$ cat config.mk
export PLATFORM = sky130hd
export DESIGN_NAME = channel_scanner
export DESIGN_NICKNAME = d
export VERILOG_FILES = /design/src/rtl/channel_scanner.sv
export SDC_FILE = /design/constraint.sdc
export NUM_CORES = 1
export LEC_CHECK = 0
export BUFFER_PORTS_ARGS = -buffer_cell sky130_fd_sc_hd__buf_2
export CAP_MARGIN = 20
export CORE_MARGIN = 3
export CORE_UTILIZATION = 50
export CTS_CLUSTER_SIZE = 16
export DETAILED_ROUTE_END_ITERATION = 12
export PLACE_DENSITY = 0.72
export SETUP_SLACK_MARGIN = 0.2
export SLEW_MARGIN = 40
export SYNTH_ARGS = -nofsm -noshare
export SYNTH_HDL_FRONTEND = slang
export SYNTH_SLANG_ARGS = --single-unit
$ cat constraint.sdc
create_clock -name clk -period 5 [get_ports clk]
set_clock_uncertainty 0.15 [all_clocks]
set_input_delay 0.75 -clock clk [delete_from_list [all_inputs] [get_ports clk]]
set_output_delay 0.75 -clock clk [all_outputs]
set_load 0.05 [all_outputs]
$ cat src/rtl/channel_scanner.sv
// Sequential channel scanner driving an 8:1 mux select, dwelling DWELL cycles per enabled channel.
// Optional build macro SCANNER_STICKY_ALARM_EN makes alarm sticky until rst or an accepted start.
module channel_scanner #(
  parameter int unsigned DWELL = 4
) (
  input  logic       clk,
  input  logic       rst,
  input  logic       start,
  input  logic       stop,
  input  logic       continuous,
  input  logic [7:0] mask,
  input  logic       mux_out,
  output logic [2:0] input_sel,
  output logic       busy,
  output logic       sample_strobe,
  output logic       done,
  output logic [7:0] status,
  output logic       alarm,
  output logic       state_dbg
);

  localparam int CW = (DWELL > 1) ? $clog2(DWELL) : 1;
  localparam logic [CW-1:0] CNT_LAST = CW'(DWELL - 1);

  typedef enum logic {IDLE = 1'b0, SCAN = 1'b1} state_t;

  state_t        state_q, state_d;
  logic [7:0]    mask_q, mask_d;
  logic [7:0]    work_q, work_d;
  logic [CW-1:0] cnt_q, cnt_d;
  logic [2:0]    sel_q, sel_d;
  logic          strobe_q, strobe_d;
  logic          done_q, done_d;
  logic [7:0]    status_q, status_d;
  logic          alarm_q, alarm_d;
  logic [7:0]    above;
  logic [7:0]    sampled;

  // Single-cycle priority search: index of the lowest set bit (0 when none).
  function automatic logic [2:0] lowest_bit(input logic [7:0] v);
    lowest_bit = 3'd0;
    for (int i = 7; i >= 0; i--) begin
      if (v[i]) lowest_bit = 3'(i);
    end
  endfunction

  // start/stop are level commands sampled each edge; no handshake, ignored outside their state.
  always_comb begin
    state_d  = state_q;
    mask_d   = mask_q;
    work_d   = work_q;
    cnt_d    = cnt_q;
    sel_d    = sel_q;
    strobe_d = 1'b0;
    done_d   = 1'b0;
    status_d = status_q;
    alarm_d  = alarm_q;
    above    = mask_q & (8'hFE << sel_q);
    sampled  = work_q | ({7'd0, mux_out} << sel_q);

    case (state_q)
      IDLE: begin
        if (start) begin
          if (mask != 8'd0) begin
            mask_d  = mask;
            work_d  = 8'd0;
            sel_d   = lowest_bit(mask);
            cnt_d   = '0;
            state_d = SCAN;
`ifdef SCANNER_STICKY_ALARM_EN
            alarm_d = 1'b0;
`endif
          end else begin
            status_d = 8'd0;
            done_d   = 1'b1;
            alarm_d  = 1'b0;
          end
        end
      end
      SCAN: begin
        if (stop) begin
          state_d = IDLE;
        end else if (cnt_q != CNT_LAST) begin
          cnt_d = cnt_q + 1'b1;
        end else begin
          strobe_d = 1'b1;
          work_d   = sampled;
          if (above != 8'd0) begin
            sel_d = lowest_bit(above);
            cnt_d = '0;
          end else begin
            status_d = sampled;
            done_d   = 1'b1;
`ifdef SCANNER_STICKY_ALARM_EN
            alarm_d  = alarm_q | (|sampled);
`else
            alarm_d  = |sampled;
`endif
            // Continuous restart re-latches the live mask with no idle gap.
            if (continuous && (mask != 8'd0)) begin
              mask_d = mask;
              work_d = 8'd0;
              sel_d  = lowest_bit(mask);
              cnt_d  = '0;
            end else begin
              state_d = IDLE;
            end
          end
        end
      end
      default: state_d = IDLE;
    endcase
  end

  always_ff @(posedge clk) begin
    if (rst) begin
      state_q  <= IDLE;
      mask_q   <= 8'd0;
      work_q   <= 8'd0;
      cnt_q    <= '0;
      sel_q    <= 3'd0;
      strobe_q <= 1'b0;
      done_q   <= 1'b0;
      status_q <= 8'd0;
      alarm_q  <= 1'b0;
    end else begin
      state_q  <= state_d;
      mask_q   <= mask_d;
      work_q   <= work_d;
      cnt_q    <= cnt_d;
      sel_q    <= sel_d;
      strobe_q <= strobe_d;
      done_q   <= done_d;
      status_q <= status_d;
      alarm_q  <= alarm_d;
    end
  end

  assign input_sel     = sel_q;
  assign busy          = (state_q == SCAN);
  assign state_dbg     = (state_q == SCAN);
  assign sample_strobe = strobe_q;
  assign done          = done_q;
  assign status        = status_q;
  assign alarm         = alarm_q;

endmodule

# --- Word-level counts from Yosys, hierarchy flattened ---
# Cells that the tools add are included.
word_totals:
  regBits: 33
  in_bits: 14
  elab_cells: 105
classes:
  add_sub_neg: 1
  eq_ne: 10
  n_shift: 2
  n_mux: 70
  n_bitwise: 3
  n_reduce_logical: 10
op_table:
  columns: ["operator", "count"]
  rows:
  - ["two-way mux 8 bit", 17]
  - ["two-way mux 3 bit", 22]
  - ["case mux 8 bit (2 select lines)", 3]
  - ["two-way mux 1 bit", 17]
  - ["nonzero test 8 bit", 2]
  - ["!= test 2 bit, second input constant", 7]
  - ["two-way mux 2 bit", 6]
  - ["AND reduction 5 bit", 2]
  - ["bitwise AND 8 bit", 1]
  - ["bitwise OR 8 bit", 1]
  - ["AND reduction 4 bit", 2]
  - ["OR reduction 8 bit", 1]
  - ["<< shifter 1 x 3 -> 8 bit", 1]
  - ["<< shifter 8 x 3 -> 8 bit, first input constant", 1]
  - ["case mux 1 bit (2 select lines)", 3]
  - ["case mux 3 bit (2 select lines)", 1]
  - ["AND reduction 6 bit", 1]
  - ["!= test 4 x 1 -> 1 bit, second input constant", 1]
  - ["case mux 2 bit (2 select lines)", 1]
  - ["!= test 3 x 1 -> 1 bit, second input constant", 1]
  - ["OR reduction 3 bit", 1]
  - ["adder 2 x 1 -> 2 bit, second input constant", 1]
  - ["!= test 2 x 1 -> 1 bit, second input constant", 1]
  - ["logical AND 1 bit", 1]
  - ["NOT 1 bit", 1]

# --- Longest topological paths before layout ---
logic_depth:
  word_depth: 14
  ltp_mapped: 8
  depth_no_buf: 7

# --- Worst setup path before layout ---
# OpenSTA, ideal clock, no wires.
synth_timing:
  kind: "reg-to-reg"
  startpoint: "register sel_q[1] (netlist: input_sel[1])"
  endpoint: "register mask_q[4]"
  setup_ns: 0.128
  arrival_ns: 2.359
  t_required_ns: 4.722
  setup_slack_ns: 2.363
  stages_incl_launch_ff: 9
  n_path_buf: 2
  period_less_slack_ns: 2.637
  path_cell_list: "dfxtp_1 > buf_4 > and2_1 > nor3b_1 > or3_1 > buf_6 > o31ai_4 > mux2i_1 > nor2_1"
synth_between:
  elab_chain_len: 5
synth_rtl:
  columns: ["element", "line", "rtl"]
  rows:
  - ["start: declaration", "31", "logic [2:0] sel_q, sel_d;"]
  - ["start signal: assignment", "131", "sel_q <= sel_d;"]
  - ["<< shifter 8 x 3 -> 8 bit", "58", "above = mask_q & (8'hFE << sel_q);"]
  - ["bitwise AND 8 bit", "58", null]
  - ["nonzero test 8 bit", "88", "if (above != 8'd0) begin"]
  - ["!= test 2 bit (no line)", null, null]
  - ["AND reduction 6 bit (no line)", null, null]
  - ["end signal: assignment", "128", "mask_q <= mask_d;"]
  - ["end: declaration", "28", "logic [7:0] mask_q, mask_d;"]
# No other way between the ends.
# A chain may end at the register's enable or synchronous reset.

# --- Worst setup path in the final report ---
layout_timing:
  startpoint: "register sel_q[2] (netlist: input_sel[2])"
  endpoint: "register mask_q[5]"
# The elaborated chain is that of the path after synthesis.

==> load_flow_metrics.sql <==
INSERT INTO impl_metrics (metric_group, metric, value, unit) VALUES
('clock_network', 'clk_latency', '0.33', 'ns'),
('route', 'route.vias.total', '1611', ''),
('sta', 'worst-slew-pin-transition', '0.6460', 'ns'),
('logic_synthesis', 'synth.most_common_cell', 'nor2_1', ''),
('worst_setup_path', 'r2r.worst_path.cells', '6', ''),
('final_layout', 'post_route_cells_drive_above_1_share', '0.1930', ''),
('global_route', 'grt_start_max_net_pins', '32', ''),
('worst_setup_path', 'worst-endpoint-arrival', '2.97', 'ns'),
('route', 'routed_via_density', '5.923', ''),
('worst_setup_path', 'timing.critical_path.slowest_stage_cell', 'dfxtp_1', ''),
('placed_design', 'placement.io_buffers', '29', ''),
('clock_network', 'tritoncts_num_sinks', '32', ''),
('logic_synthesis', 'synthDominantAreaCellType', 'dfxtp_1', ''),
('sta', 'holdWs', '0.3195', 'ns'),
('logic_synthesis', 'synth-warning-count', '0', ''),
('floorplanning', 'row_count', '20', ''),
('placed_design', 'detailed_place.area', '0.001849', 'mm2'),
('worst_setup_path', 'worst-endpoint-required', '5.05', 'ns'),
('global_route', 'grt_first_pass_wirelength', '6913', 'um'),
('global_route', 'met2_usage', '0.3441', ''),
('sta', 'finalHoldViolCount', '0', ''),
('power', 'static-leakage-power', '0.7702', 'nW'),
('logic_synthesis', 'synth_commonest_cells', '33 x nor2_1, 32 x dfxtp_1, 16 x a21oi_1, 15 x mux2i_1, 9 x nor2b_1', ''),
('floorplanning', 'dieHeight', '64.64', 'um'),
('global_route', 'antenna_found_initial', '0', ''),
('sta', 'fmax', '343.2', 'MHz'),
('floorplanning', 'die_wd', '64.64', 'um'),
('global_route', 'groute.layer.met3.usage', '0.05719', ''),
('logic_synthesis', 'synthCells', '204', ''),
('final_layout', 'stdcell_area', '0.001908', 'mm2'),
('floorplanning', 'initial_core_util', '0.5452', ''),
('clock_network', 'tritoncts.num_buffers', '5', ''),
('global_route', 'grt.met1_usage', '0.2578', ''),
('global_route', 'first_global_vias', '1498', ''),
('sta', 'min_period_over_period', '0.5827', ''),
('route', 'drc_errors', '0', ''),
('clock_network', 'post_cts_setup_repair_buffer_count', '0', ''),
('route', 'initialDrtViolationCount', '123', ''),
('sta', 'final_period_minus_worst_setup_slack', '2.913', 'ns'),
('logic_synthesis', 'synth.net_count', '219', ''),
('route', 'finalWirelength', '4111', 'um'),
('global_route', 'overflow', '0', ''),
('min_path', 'hold-path-cell-count', '2', ''),
('worst_setup_path', 'max_stage_delay', '0.71', 'ns'),
('logic_synthesis', 'synth.lib_cells_used.distinct', '46', ''),
('placed_design', 'dp.cells', '264', ''),
('clock_network', 'clk_transition_reported_paths', '0.09', 'ns'),
('sta', 'setup_viol_count_final', '0', ''),
('logic_synthesis', 'synth-async-reset-ratio', '0', ''),
('worst_setup_path', 'critical_path_class', 'reg2reg', ''),
('floorplanning', 'ioPinCount', '30', ''),
('clock_network', 'root_driver', 'clkbuf_4', ''),
('worst_setup_path', 'rr_endpoint', 'mask_q[5]$_SDFFE_PP0P_', ''),
('final_layout', 'diodes', '0', ''),
('sta', 'tns', '0', 'ns'),
('logic_synthesis', 'synth_seq_area_share', '0.3726', ''),
('logic_synthesis', 'yosys-top-cells-area', 'dfxtp_1 37%, mux2i_1 8.7%, nor2_1 7.2%', ''),
('final_layout', 'utilization', '0.6052', ''),
('floorplanning', 'core_region_area', '0.003153', 'mm2'),
('status', 'outcome', 'finished clean', ''),
('floorplanning', 'die-area', '0.004178', 'mm2'),
('logic_synthesis', 'synth.avg_cell_area', '8.427', 'um2'),
('power', 'vdd_ir_drop_max', '157.6', 'uV'),
('final_layout', 'layout.nets', '242', ''),
('worst_setup_path', 'timing.critical_path.cells', 'o2bb2ai_1 > o2111ai_1 > or3_1 > o31ai_4 > mux2i_1 > nor2_1', ''),
('route', 'drt-wirelength-per-cell', '15.11', 'um'),
('global_route', 'globalRouteTotalUtil', '0.2080', ''),
('final_layout', 'finish.cell_count_without_fillers', '272', ''),
('worst_setup_path', 'critical_path.endpoint_type', 'register', ''),
('flow_run', 'maxCapViolations', '0', ''),
('route', 'dr.pass1.iters', '4', '');
==> layout make-up <==
type                       instances  area (um2)
clock buffer                       8       58.81
fill                             301        1245
inverter                           7       26.28
multi-input combinational        152       982.2
sequential                        32       640.6
tap                               44       55.05
timing repair buffer              29       145.1
==> worst max-delay path, delay by kind of cell (launching register included) <==
kind	cells	cell delay [ns]
mux	1	0.27
flops	1	0.71
compound gates	3	1.05
simple gates	2	0.60
==> registers in the layout, summed over array words and instances, names as in the netlist <==
name           flops
work_q             8
cnt_q              2
busy               1
alarm              1
sample_strobe      1
status             8
mask_q             7
input_sel          3
done               1
==> logic make-up after synthesis <==
group / count (synthesis) / synth area share
AOI/OAI and AO/OA: 60 / 0.2555
adders and majority gates: 1 / 0.007277
buffers and inverters: 20 / 0.05605
DFF: 32 / 0.3726
muxes: 16 / 0.09388
and+or+nand+nor: 75 / 0.2147
==> metal layers <==
layer | vias up | routed length [um]
met5 | - | 0
met4 | 0 | 87
met3 | 11 | 281
met2 | 63 | 2001
met1 | 753 | 1741
li1 | 784 | -
==> how the worst max path moves through the flow <==
| stage | from | endpoint | depth (start not counted) |
|---|---|---|---|
| floorplan | input_sel[1]$_SDFFE_PP0P_ | mask_q[4]$_SDFFE_PP0P_ | 8 |
| global placement | mask[7] | cnt_q[1]$_SDFFE_PP0P_ | 7 |
| detailed placement | mask[7] | work_q[3]$_SDFFE_PP0P_ | 7 |
| CTS | input_sel[2]$_SDFFE_PP0P_ | mask_q[6]$_SDFFE_PP0P_ | 6 |
| global route | input_sel[2]$_SDFFE_PP0P_ | mask_q[5]$_SDFFE_PP0P_ | 6 |
| finish | input_sel[2]$_SDFFE_PP0P_ | mask_q[5]$_SDFFE_PP0P_ | 6 |
==> per-stage QoR <==
step / setup WS (ns) / power (W)
2_1_floorplan: 2.363 / 0.0003583
3_3_place_gp: 2.182 / 0.0003757
3_5_place_dp: 1.998 / 0.0003789
4_1_cts: 2.124 / 0.0005273
5_1_grt: 1.904 / 0.0005496
6_report: 2.087 / 0.0005267
==> power breakdown <==
part	total [W]	internal (W)	switching, W	leakage (nW)
logic	0.0000996	0.0000353	0.0000644	0.478
clock network	0.000151	0.0000693	0.0000819	0.0326
registers	0.000276	0.000262	0.0000143	0.260
total	0.000527	0.000366	0.000161	0.770
==> cells in the final DEF, fill, tap and decap left out, types with 3 or more instances in the layout <==
cell type  synthesis  layout
dfxtp_1           32      32
mux2i_1           15      15
a211oi_1           6       6
a22oi_1            4       4
nand3_1            4       4
o21a_1             3       3
inv_1              7       7
buf_2              2      29
and2_1             5       5
a21oi_1           16      16
nand2b_1           3       3
o221ai_1           5       5
nor2_1            33      33
nor2b_1            9       9
nand2_1            8       8
clkbuf_4           0       5
o21ai_0            6       6
a31oi_1            3       3
(Power assumes the default switching activity.)
